===== config.mk =====
export PLATFORM = sky130hd
export DESIGN_NAME = bus_rr_arbiter
export DESIGN_NICKNAME = d
export VERILOG_FILES = /design/src/rtl/bus_rr_arbiter.sv
export SDC_FILE = /design/constraint.sdc
export NUM_CORES = 1
export LEC_CHECK = 0
export ABC_AREA = 1
export CAP_MARGIN = 25
export CELL_PAD_IN_SITES_DETAIL_PLACEMENT = 1
export CELL_PAD_IN_SITES_GLOBAL_PLACEMENT = 2
export CORE_ASPECT_RATIO = 0.6
export CORE_MARGIN = 2
export CORE_UTILIZATION = 10
export CTS_CLUSTER_SIZE = 40
export DETAILED_ROUTE_END_ITERATION = 6
export GPL_TIMING_DRIVEN = 0
export MAX_ROUTING_LAYER = met4
export PLACE_DENSITY = 0.95
export SLEW_MARGIN = 20
export SYNTH_ARGS = -nofsm -noshare
export SYNTH_HDL_FRONTEND = slang
export SYNTH_SLANG_ARGS = --single-unit
export TNS_END_PERCENT = 30

===== constraint.sdc =====
create_clock -name clk -period 1 [get_ports clk]
set_clock_uncertainty 0.1 [all_clocks]
set_input_delay 0.1 -clock clk [delete_from_list [all_inputs] [get_ports clk]]
set_output_delay 0.1 -clock clk [all_outputs]
set_load 0.1 [all_outputs]

===== src/rtl/bus_rr_arbiter.sv =====
`default_nettype none
// ============================================================================
//  Module   : bus_rr_arbiter
//  Purpose  : Round-robin arbiter sharing one valid/ready memory bus among N
//             requesters; the owner holds the bus until its read data returns.
//  Revision : 1.0  initial release
// ============================================================================
module bus_rr_arbiter #(
    parameter int N  = 2,
    parameter int AW = 24,
    parameter int DW = 16
) (
    input  logic            clk,
    input  logic            rst,
    input  logic [N*AW-1:0] m_address,
    input  logic [N-1:0]    m_wvalid,
    input  logic [N*DW-1:0] m_wdata,
    output logic [N-1:0]    m_wready,
    input  logic [N-1:0]    m_rvalid,
    output logic [N-1:0]    m_rready,
    output logic [N-1:0]    m_rrvalid,
    output logic [DW-1:0]   m_rdata,
    output logic [AW-1:0]   s_address,
    output logic            s_wvalid,
    output logic [DW-1:0]   s_wdata,
    input  logic            s_wready,
    output logic            s_rvalid,
    input  logic            s_rready,
    input  logic            s_rrvalid,
    input  logic [DW-1:0]   s_rdata,
    output logic [N-1:0]    grant,
    output logic            rsp_err
);

    localparam int            IW         = (N > 1) ? $clog2(N) : 1;
    localparam logic [IW-1:0] C_LAST_RST = IW'(N - 1);

    typedef enum logic [1:0] {
        ST_IDLE   = 2'd0,
        ST_BUSY   = 2'd1,
        ST_RDWAIT = 2'd2
    } state_t;

    state_t        state_q, state_d;
    logic [N-1:0]  grant_q, grant_d;
    logic [IW-1:0] last_q, last_d;
    logic          rsp_err_q, rsp_err_d;

    logic [N-1:0]  w_req;
    logic          w_pick_found;
    logic [IW-1:0] w_pick_idx;
    logic [AW-1:0] w_sel_addr;
    logic [DW-1:0] w_sel_wdata;
    logic          w_sel_wvalid;
    logic          w_sel_rvalid;

    assign w_req = m_wvalid | m_rvalid;

    // Scan last+1, last+2, ... wrapping at N; first requester found wins.
    always_comb begin
        int            cand;
        logic [IW-1:0] cand_idx;
        w_pick_found = 1'b0;
        w_pick_idx   = '0;
        cand         = 0;
        cand_idx     = '0;
        for (int k = 1; k <= N; k++) begin
            cand = int'(last_q) + k;
            if (cand >= N) begin
                cand = cand - N;
            end
            cand_idx = cand[IW-1:0];
            if (!w_pick_found && w_req[cand_idx]) begin
                w_pick_found = 1'b1;
                w_pick_idx   = cand_idx;
            end
        end
    end

    // Grant is one-hot, so OR-ing the masked slices is a plain mux.
    always_comb begin
        w_sel_addr  = '0;
        w_sel_wdata = '0;
        for (int i = 0; i < N; i++) begin
            if (grant_q[i]) begin
                w_sel_addr  = w_sel_addr  | m_address[i*AW +: AW];
                w_sel_wdata = w_sel_wdata | m_wdata[i*DW +: DW];
            end
        end
    end

    assign w_sel_wvalid = |(grant_q & m_wvalid);
    assign w_sel_rvalid = |(grant_q & m_rvalid);

    always_comb begin
        state_d   = state_q;
        grant_d   = grant_q;
        last_d    = last_q;
        rsp_err_d = s_rrvalid & (state_q != ST_RDWAIT);
        s_address = '0;
        s_wdata   = '0;
        s_wvalid  = 1'b0;
        s_rvalid  = 1'b0;
        m_wready  = '0;
        m_rready  = '0;
        m_rrvalid = '0;

        case (state_q)
            ST_IDLE: begin
                grant_d = '0;
                if (w_pick_found) begin
                    grant_d[w_pick_idx] = 1'b1;
                    last_d              = w_pick_idx;
                    state_d             = ST_BUSY;
                end
            end

            ST_BUSY: begin
                s_address = w_sel_addr;
                s_wdata   = w_sel_wdata;
                s_wvalid  = w_sel_wvalid;
                // A requester asserting both valids gets its write serviced.
                s_rvalid  = w_sel_rvalid & ~w_sel_wvalid;
                m_wready  = grant_q & {N{s_wready}};
                m_rready  = grant_q & {N{s_rready}};
                if (s_wvalid && s_wready) begin
                    state_d = ST_IDLE;
                    grant_d = '0;
                end else if (s_rvalid && s_rready) begin
                    state_d = ST_RDWAIT;
                end
            end

            ST_RDWAIT: begin
                m_rrvalid = grant_q & {N{s_rrvalid}};
                if (s_rrvalid) begin
                    state_d = ST_IDLE;
                    grant_d = '0;
                end
            end

            default: begin
                state_d = ST_IDLE;
                grant_d = '0;
            end
        endcase
    end

    always_ff @(posedge clk) begin
        if (rst) begin
            state_q   <= ST_IDLE;
            grant_q   <= '0;
            last_q    <= C_LAST_RST;
            rsp_err_q <= 1'b0;
        end else begin
            state_q   <= state_d;
            grant_q   <= grant_d;
            last_q    <= last_d;
            rsp_err_q <= rsp_err_d;
        end
    end

    assign m_rdata = s_rdata;
    assign grant   = grant_q;
    assign rsp_err = rsp_err_q;

endmodule
`default_nettype wire

==> flow_metrics.tcl, run 1 <==
set metrics [dict create \
    worstPathArrival_ns 1.39 \
    synthDominantCellAreaShare 0.274 \
    post_synth_instance_area_um2 1090 \
    synth_top_family_by_area "simple AND/OR/NAND/NOR gates" \
    intPower_mw 2.52 \
    slowest_stage "dfxtp_4" \
    r2r_cells 8 \
    grtUsageMet1 0.149 \
    clkTransAtPathRegs_ns 0.04 \
    pwr-share-seq 0.056 \
    maxCapViolCount 0 \
    rsz0062_at_grt "true" \
    p_sw_frac 0.512 \
    antenna_cells 0 \
    setup_ws_ns -0.590 \
    fmax_ghz 0.629 \
    cts_buffer_depth 2 \
    synth_compound_area_frac 0.297 \
    path_buf_inv 4 \
    setup_tns_ns -27.11 \
    syn_inst 181 \
    yosys.area_share.simple 0.334 \
    grt_max_degree 11 \
    run_status "finished, violations left" \
    first_iter_violations 29 \
    antenna_found_initial 0 \
    insertion_delay_ns 0.24 \
    cts_buffers 3 \
    finalCritPeriodShare 1.59 \
    cts_max_level 1 \
    drt-pass1-iter-count 4 \
    synth_xor_area_frac 0 \
    fin_util 0.414 \
    crit_fanout 6 \
    failed_checks "setup timing" \
    start_kind "flop" \
    drc 0 \
    hold_violations 0 \
    row_count 29 \
    powerDensity_nw_per_um2 1170 \
    die_area_um2 11800 \
    finalWirelength_um 8170 \
    final-max-slew-violation-count 0 \
    postRouteAntennaNets 0 \
    core_area_um2 10600 \
    netlist_top_cells_area "a22oi_1 27%, nor2_1 19%, dfxtp_1 11%" \
    power.leakage_nw 1.62 \
    gr-usage-met2 0.244 \
    io_buffers 155 \
    drive_above_1_share 0.653 \
    synth_mux_area_frac 0 \
    area_growth_pct 302 \
    grt_pass1_vias 2221 \
    path_cells "nor2_4 -> buf_12 -> inv_12 -> clkbuf_16 -> nor2_4 -> buf_12" \
    layout_commonest_cell "clkdlybuf4s50_1" \
    grt_pass1_wl_um 11900 \
    hold_buffers 0 \
    synth_nets 286 \
    wl_per_cell_um 16.5 \
    worst_setup_path_end_kind "output pin" \
    critPathKind "flop to output pin" \
    synth.distinct_cells 16 \
    cts_tree "built" \
    yosysWarnings 0 \
    n_fill_cell 1144 \
    worstHoldPathCells 2 \
    p_clk_frac 0.133 \
    grt.busiest_layer "met2" \
    synth_adder_area_share 0 \
    slew_headroom 0.811 \
    synth_area_leader_cell "a22oi_1" \
    required_ns 0.80 \
    power.switching_mw 2.65 \
    cts-root-buf "clkbuf_16" \
    die_w_um 139 \
    yosysSeqAreaShare 0.110 \
    hold_class "flop to flop" \
    final_cell_mix "87 x clkdlybuf4s50_1, 60 x buf_12, 49 x nor2_4" \
    start_util 0.103 \
    num-nets-final 463 \
    power_frac_comb 0.810 \
    viasPerCell 4.02 \
    period_needed_ns 1.59 \
    path_depth 6 \
    grt_use_met3 0.0169 \
    io_pins 172 \
    die_height_um 85.1 \
    globalplace.congestion 0.834 \
    grt_overflow 0 \
    setup_viol 55 \
    peakVddDrop_uv 491 \
    crit_family "buffers and inverters" \
    vias 1996 \
    tightest_slew_ns 0.283 \
    hpwl_um 6030 \
    synth_area_per_cell_um2 6.05 \
    slowest_delay_ns 0.34 \
    clock_sinks 6 \
    groute.usage.overall 0.130 \
    ys_ff_latch 6 \
]
## per-layer routing
layer	share of wire	vias to the layer above	wire length [um]
met5	0	-	0
met4	0.016	0	129
met3	0.046	12	376
met2	0.54	85	4410
met1	0.40	948	3260
li1	-	951	-
## state kept, by name (all words and copies together) (netlist names)
signal,count
grant,2
state_q,2
last_q,1
rsp_err,1
## cell usage after synthesis (all sizes together)
cell   instances
nor2          56
a22oi         40
buf           30
nand2         22
inv           15
dfxtp          6
nand3          5
a21oi          3
nor3           2
o21ai          2
## stage by stage
| stage | setup slack, ns | hold slack (ns) | std cells | total power, mW | area [um^2] |
|---|---|---|---|---|---|
| 3_3_place_gp | -1.44 | 0.361 | 475 | 3.36 | 3200 |
| 4_1_cts | -0.583 | 0.394 | 485 | 4.95 | 4160 |
| 6_report | -0.590 | 0.420 | 496 | 5.17 | 4400 |
| 3_5_place_dp | -1.45 | 0.412 | 475 | 3.42 | 3200 |
| 5_1_grt | -0.629 | 0.413 | 496 | 5.37 | 4400 |
| 2_1_floorplan | -0.710 | 0.0691 | 181 | 2.53 | 1470 |
## kinds of logic after synthesis
family | count (synthesis)
buffers and inverters | 45
AOI/OAI and AO/OA | 45
and+or+nand+nor | 85
DFF | 6
## final cells by class
class / count / area, um^2 / share of cell area
timing repair buffer: 171 / 2220 / 0.505
multi-input combinational: 130 / 1310 / 0.298
buffer: 30 / 398 / 0.0904
tap: 139 / 174 / 0.0395
sequential: 6 / 133 / 0.0301
clock buffer: 4 / 78.8 / 0.0179
inverter: 15 / 73.8 / 0.0168
timing repair inverter: 1 / 11.3 / 0.00256
## worst register-to-register path: cells and delay by family, from the launching register on
family	cells	cell delay, ns
AOI/OAI and AO/OA	1	0.12
buffers and inverters	3	0.32
DFF	1	0.36
and+or+nand+nor	4	0.29
## path summary, 6_finish.rpt
path | startpoint | endpoint | slack [ns]
setup / recovery | state_q[1] | s_address[10] | -0.59
hold / removal | last_q | last_q | 0.42
setup reg to reg | grant[1] | state_q[0] | -0.28
hold reg to reg | last_q | last_q | 0.42
## power groups by stage
stage | clock, mW | combinational, mW | sequential (mW)
2_1_floorplan | 0 | 2.14 | 0.384
3_3_place_gp | 0 | 3.07 | 0.290
3_5_place_dp | 0 | 3.12 | 0.293
4_1_cts | 0.705 | 3.95 | 0.296
5_1_grt | 0.732 | 4.35 | 0.295
6_report | 0.690 | 4.19 | 0.292
## timing repair
item / CTS / global route
endpoints found under the setup margin: 72 / 55
resized for setup: 565 / 18
setup buffers: 5 / 6
pin swaps: 30 / 17
gates cloned: 1 / 5
No activity file was read; power rests on OpenSTA's default activity.
==> inputs of run 2 (changes only) <==
Settings changed: CORE_MARGIN 2 to 1, SETUP_SLACK_MARGIN from default to 0.05.
==> flow_metrics.tcl, run 2 (same netlist as run 1, synthesis figures left out) <==
set metrics [dict create \
    peakVddDrop_uv 623 \
    setup_viol 54 \
    cts_buffers 3 \
    io_buffers 155 \
    run_status "finished, violations left" \
    antenna_cells 0 \
    insertion_delay_ns 0.23 \
    p_clk_frac 0.128 \
    globalplace.congestion 0.760 \
    period_needed_ns 1.61 \
    dpl.cell_count 475 \
    vias 2018 \
    whs_ns 0.308 \
    drt-pass1-iter-count 4 \
    hpwl_um 5890 \
    worst_setup_path_end_kind "output pin" \
    hold_violations 0 \
    io_pins 172 \
    place_ws_ns -1.46 \
    power_frac_comb 0.815 \
    die_w_um 137 \
    setup_ws_ns -0.610 \
    tightest_slew_ns 0.310 \
    finalWirelength_um 8420 \
    worstPathArrival_ns 1.41 \
    fmax_ghz 0.621 \
    final_cell_mix "86 x clkdlybuf4s50_1, 61 x buf_12, 49 x nor2_4" \
    intPower_mw 2.56 \
    antenna_found_initial 0 \
    crit_top_cell "buf_12" \
    wl_per_cell_um 16.9 \
    groute.usage.overall 0.136 \
    die_height_um 83.1 \
    dpl_cell_area_um2 3200 \
    grt_overflow 0 \
    die_area_um2 11400 \
    hold_class "input port to flop" \
    clkTransAtPathRegs_ns 0.04 \
    p_sw_frac 0.508 \
    drc 0 \
    row_count 29 \
    start_util 0.103 \
    final-max-slew-violation-count 0 \
    grt_pass1_wl_um 11700 \
    clock_sinks 6 \
    start_kind "flop" \
    powerDensity_nw_per_um2 1170 \
    num-nets-final 465 \
    drive_above_1_share 0.657 \
    grt_max_degree 11 \
    slowest_stage "dfxtp_4" \
    cts_max_level 1 \
    crit_fanout 10 \
    required_ns 0.80 \
    power.switching_mw 2.65 \
    slowest_delay_ns 0.36 \
    finalInstanceArea_um2 4450 \
    finalCritPeriodShare 1.61 \
    failed_checks "setup timing" \
    path_cells "buf_12 -> buf_12 -> a22oi_2 -> nor2_4 -> buf_12" \
    area_growth_pct 306 \
    core_area_um2 10600 \
    fin_cells 498 \
    rsz0062_at_grt "true" \
    grt_pass1_vias 2190 \
    critPathKind "flop to output pin" \
    cts_buffer_depth 2 \
    cts-root-buf "clkbuf_16" \
    cts_tree "built" \
    power.leakage_nw 1.64 \
    layout_commonest_cell "clkdlybuf4s50_1" \
    postRouteAntennaNets 0 \
    first_iter_violations 55 \
    viasPerCell 4.05 \
    pwr-share-seq 0.057 \
    slew_headroom 0.794 \
    maxCapViolCount 0 \
]
-- run 2: cell count changes in the layout (fill, tap and decap cells not counted), sizes merged --
cell	previous run	this run
buf	109	110
clkbuf	8	9
clkdlybuf4s50	87	86
dlymetal6s2s	0	1
-- run 2: cell type report --
| cell class | instances | area, um^2 |
|---|---|---|
| timing repair inverter | 1 | 8.76 |
| sequential | 6 | 134 |
| inverter | 15 | 73.8 |
| multi-input combinational | 130 | 1310 |
| timing repair buffer | 173 | 2280 |
| tap | 139 | 174 |
| clock buffer | 4 | 78.8 |
| fill | 1125 | 6150 |
| buffer | 30 | 389 |
-- run 2: final timing paths --
check,from,end,slack (ns),cells past startpoint
hold reg to reg,last_q,last_q,0.39,2
hold / removal,m_wvalid[0],last_q,0.31,6
setup / recovery,grant[0],s_address[12],-0.61,5
setup reg to reg,state_q[1],grant[0],-0.31,9
-- run 2: worst max-delay path: cells and delay by family, from the launching register on --
| family | cells | cell delay (ns) |
|---|---|---|
| compound gates | 1 | 0.26 |
| buf+inv | 3 | 0.47 |
| flops | 1 | 0.36 |
| simple gates | 1 | 0.08 |
-- run 2: power groups by stage --
stage | clock (mW) | combinational, mW | sequential, mW
after floorplan | 0 | 2.14 | 0.384
after global placement | 0 | 3.07 | 0.289
after detailed placement | 0 | 3.12 | 0.291
after CTS | 0.682 | 3.95 | 0.296
after global routing | 0.699 | 4.41 | 0.299
final | 0.670 | 4.25 | 0.297
-- run 2: what timing repair did --
| action | 4_1_cts | 5_1_grt |
|---|---|---|
| gates resized for setup | 567 | 20 |
| cloned | 1 | 6 |
| buffers inserted | 6 | 6 |
| pin swaps | 29 | 23 |
| hold buffers | 0 | 0 |
| endpoints found under the setup margin | 72 | 55 |
-- run 2: layer usage --
layer / share of wire / track usage / up-vias
met5: 0 / - / -
met4: 0.0082 / 0.0170 / 0
li1: - / - / 957
met1: 0.39 / 0.151 / 973
met2: 0.54 / 0.260 / 82
met3: 0.061 / 0.0189 / 6
-- run 2: stage by stage --
stage                      util  TNS, ns  total power, mW
after global routing      0.420   -30.33             5.40
after global placement    0.302   -78.01             3.36
after detailed placement  0.302   -79.67             3.41
after floorplan               -   -33.72             2.53
after CTS                 0.394   -26.99             4.93
final                     0.420   -27.68             5.21
==> inputs of run 3 (changes only) <==
Settings changed: SLEW_MARGIN 20 to default.
Clock period 1 ns to 1.34 ns, I/O delays scaled along.
==> flow_metrics.tcl, run 3 (same netlist as run 1, synthesis figures left out) <==
set metrics [dict create \
    slew_headroom 0.674 \
    fin_util 0.382 \
    critPathKind "flop to output pin" \
    cts_max_level 1 \
    worstPathArrival_ns 1.37 \
    io_buffers 155 \
    cts_buffer_depth 2 \
    globalplace.congestion 0.705 \
    hp-start "last_q" \
    groute.usage.overall 0.132 \
    run_status "finished, violations left" \
    worstHoldPathCells 2 \
    rsz0062_at_grt "true" \
    final-max-slew-violation-count 0 \
    first_iter_violations 20 \
    io_pins 172 \
    reg2reg_to "state_q[1]" \
    setup_ws_ns -0.266 \
    area_growth_pct 269 \
    finalWirelength_um 7390 \
    hpwl_um 5890 \
    layout_commonest_cell "clkdlybuf4s50_1" \
    r2r_cells 8 \
    vias 1914 \
    grt_pass1_vias 2130 \
    num-nets-final 448 \
    worst_setup_path_end_kind "output pin" \
    wl_per_cell_um 15.4 \
    clkTransAtPathRegs_ns 0.04 \
    drc 0 \
    crit_fanout 10 \
    postRouteAntennaNets 0 \
    die_area_um2 11400 \
    whs_ns 0.376 \
    drt-pass1-iter-count 4 \
    required_ns 1.11 \
    drive_above_1_share 0.617 \
    hold_class "flop to flop" \
    grt_overflow 0 \
    start_kind "flop" \
    hold_path_end "last_q" \
    viasPerCell 3.98 \
    powerDensity_nw_per_um2 878 \
    antenna_cells 0 \
    power.leakage_nw 1.45 \
    final_cell_mix "88 x clkdlybuf4s50_1, 54 x buf_12, 48 x nor2_4" \
    clock_sinks 6 \
    start_util 0.103 \
    finalCritPeriodShare 1.20 \
    maxCapViolCount 0 \
    die_w_um 137 \
    cts-root-buf "clkbuf_16" \
    reg2reg_from "grant[0]" \
    setup_tns_ns -11.19 \
    cts_buffers 3 \
    setup_viol 48 \
    power_mw 3.55 \
    antenna_found_initial 0 \
    grt_pass1_wl_um 11400 \
    die_height_um 83.1 \
    insertion_delay_ns 0.23 \
    tightest_slew_ns 0.492 \
    peakVddDrop_uv 354 \
    failed_checks "setup timing" \
    period_needed_ns 1.61 \
    cts_tree "built" \
    hold_violations 0 \
    grt_max_degree 11 \
    row_count 29 \
    core_area_um2 10600 \
    fmax_ghz 0.623 \
    r2r_slack_ns 0.08 \
]
## run 3: changes by cell type in the layout (fill, tap and decap cells not counted), sizes merged
cell	previous run	this run
dlymetal6s2s	1	0
dlygate4sd2	1	0
clkbuf	9	4
inv	16	15
buf	110	99
clkdlybuf4s50	86	88
## run 3: repair_timing
item	4_1_cts	5_1_grt
endpoints found under the setup margin	68	53
gates resized for setup	539	4
hold buffers	0	0
buffers inserted	2	0
endpoints found under the hold margin	0	0
pin swaps	16	2
## run 3: worst max-delay path by stage
stage                     from      endpoint  slack (ns)  cells past startpoint
floorplan             grant[0]  m_rrvalid[0]       -0.40                      3
global placement    state_q[0]  s_address[0]       -1.12                      6
detailed placement  state_q[0]  s_address[0]       -1.15                      6
CTS                 state_q[0]   s_wdata[15]       -0.30                      6
global route        state_q[0]   s_wdata[15]       -0.33                      6
finish              state_q[0]   s_wdata[15]       -0.27                      6
## run 3: worst max-delay path, stage by stage, from the launching register on
cell and delay [ns]:
dfxtp_2 0.34, inv_2 0.06, nor2_4 0.15, inv_6 0.09
buf_12 0.17, nor2_4 0.14, buf_12 0.18
## run 3: report_power, final
| part | internal (mW) | switching, mW |
|---|---|---|
| logic | 1.07 | 1.75 |
| registers | 0.201 | 0.0164 |
| clock network | 0.396 | 0.112 |
| total | 1.67 | 1.88 |
## run 3: layout make-up
| cell class | count | area, um^2 |
|---|---|---|
| Multi-Input combinational cell | 130 | 1260 |
| Inverter | 15 | 63.8 |
| Buffer | 30 | 342 |
| Tap cell | 139 | 174 |
| Fill cell | 1161 | 6550 |
| Clock buffer | 4 | 78.8 |
| Timing Repair Buffer | 157 | 1990 |
| Sequential cell | 6 | 130 |
## run 3: metrics by stage
stage	cell area, um^2	setup slack, ns	cells
final	4050	-0.266	481
after detailed placement	3200	-1.15	475
after global placement	3200	-1.12	475
after floorplan	1470	-0.404	181
after CTS	4030	-0.296	481
after global routing	4050	-0.331	481
## run 3: layer usage
layer  global-route usage  wire length (um)  vias up
met5                    -                 0        -
met4               0.0210                52        0
met3               0.0220               528        4
met2                0.240              3870       85
met1                0.153              2930      905
li1                     -                 -      920
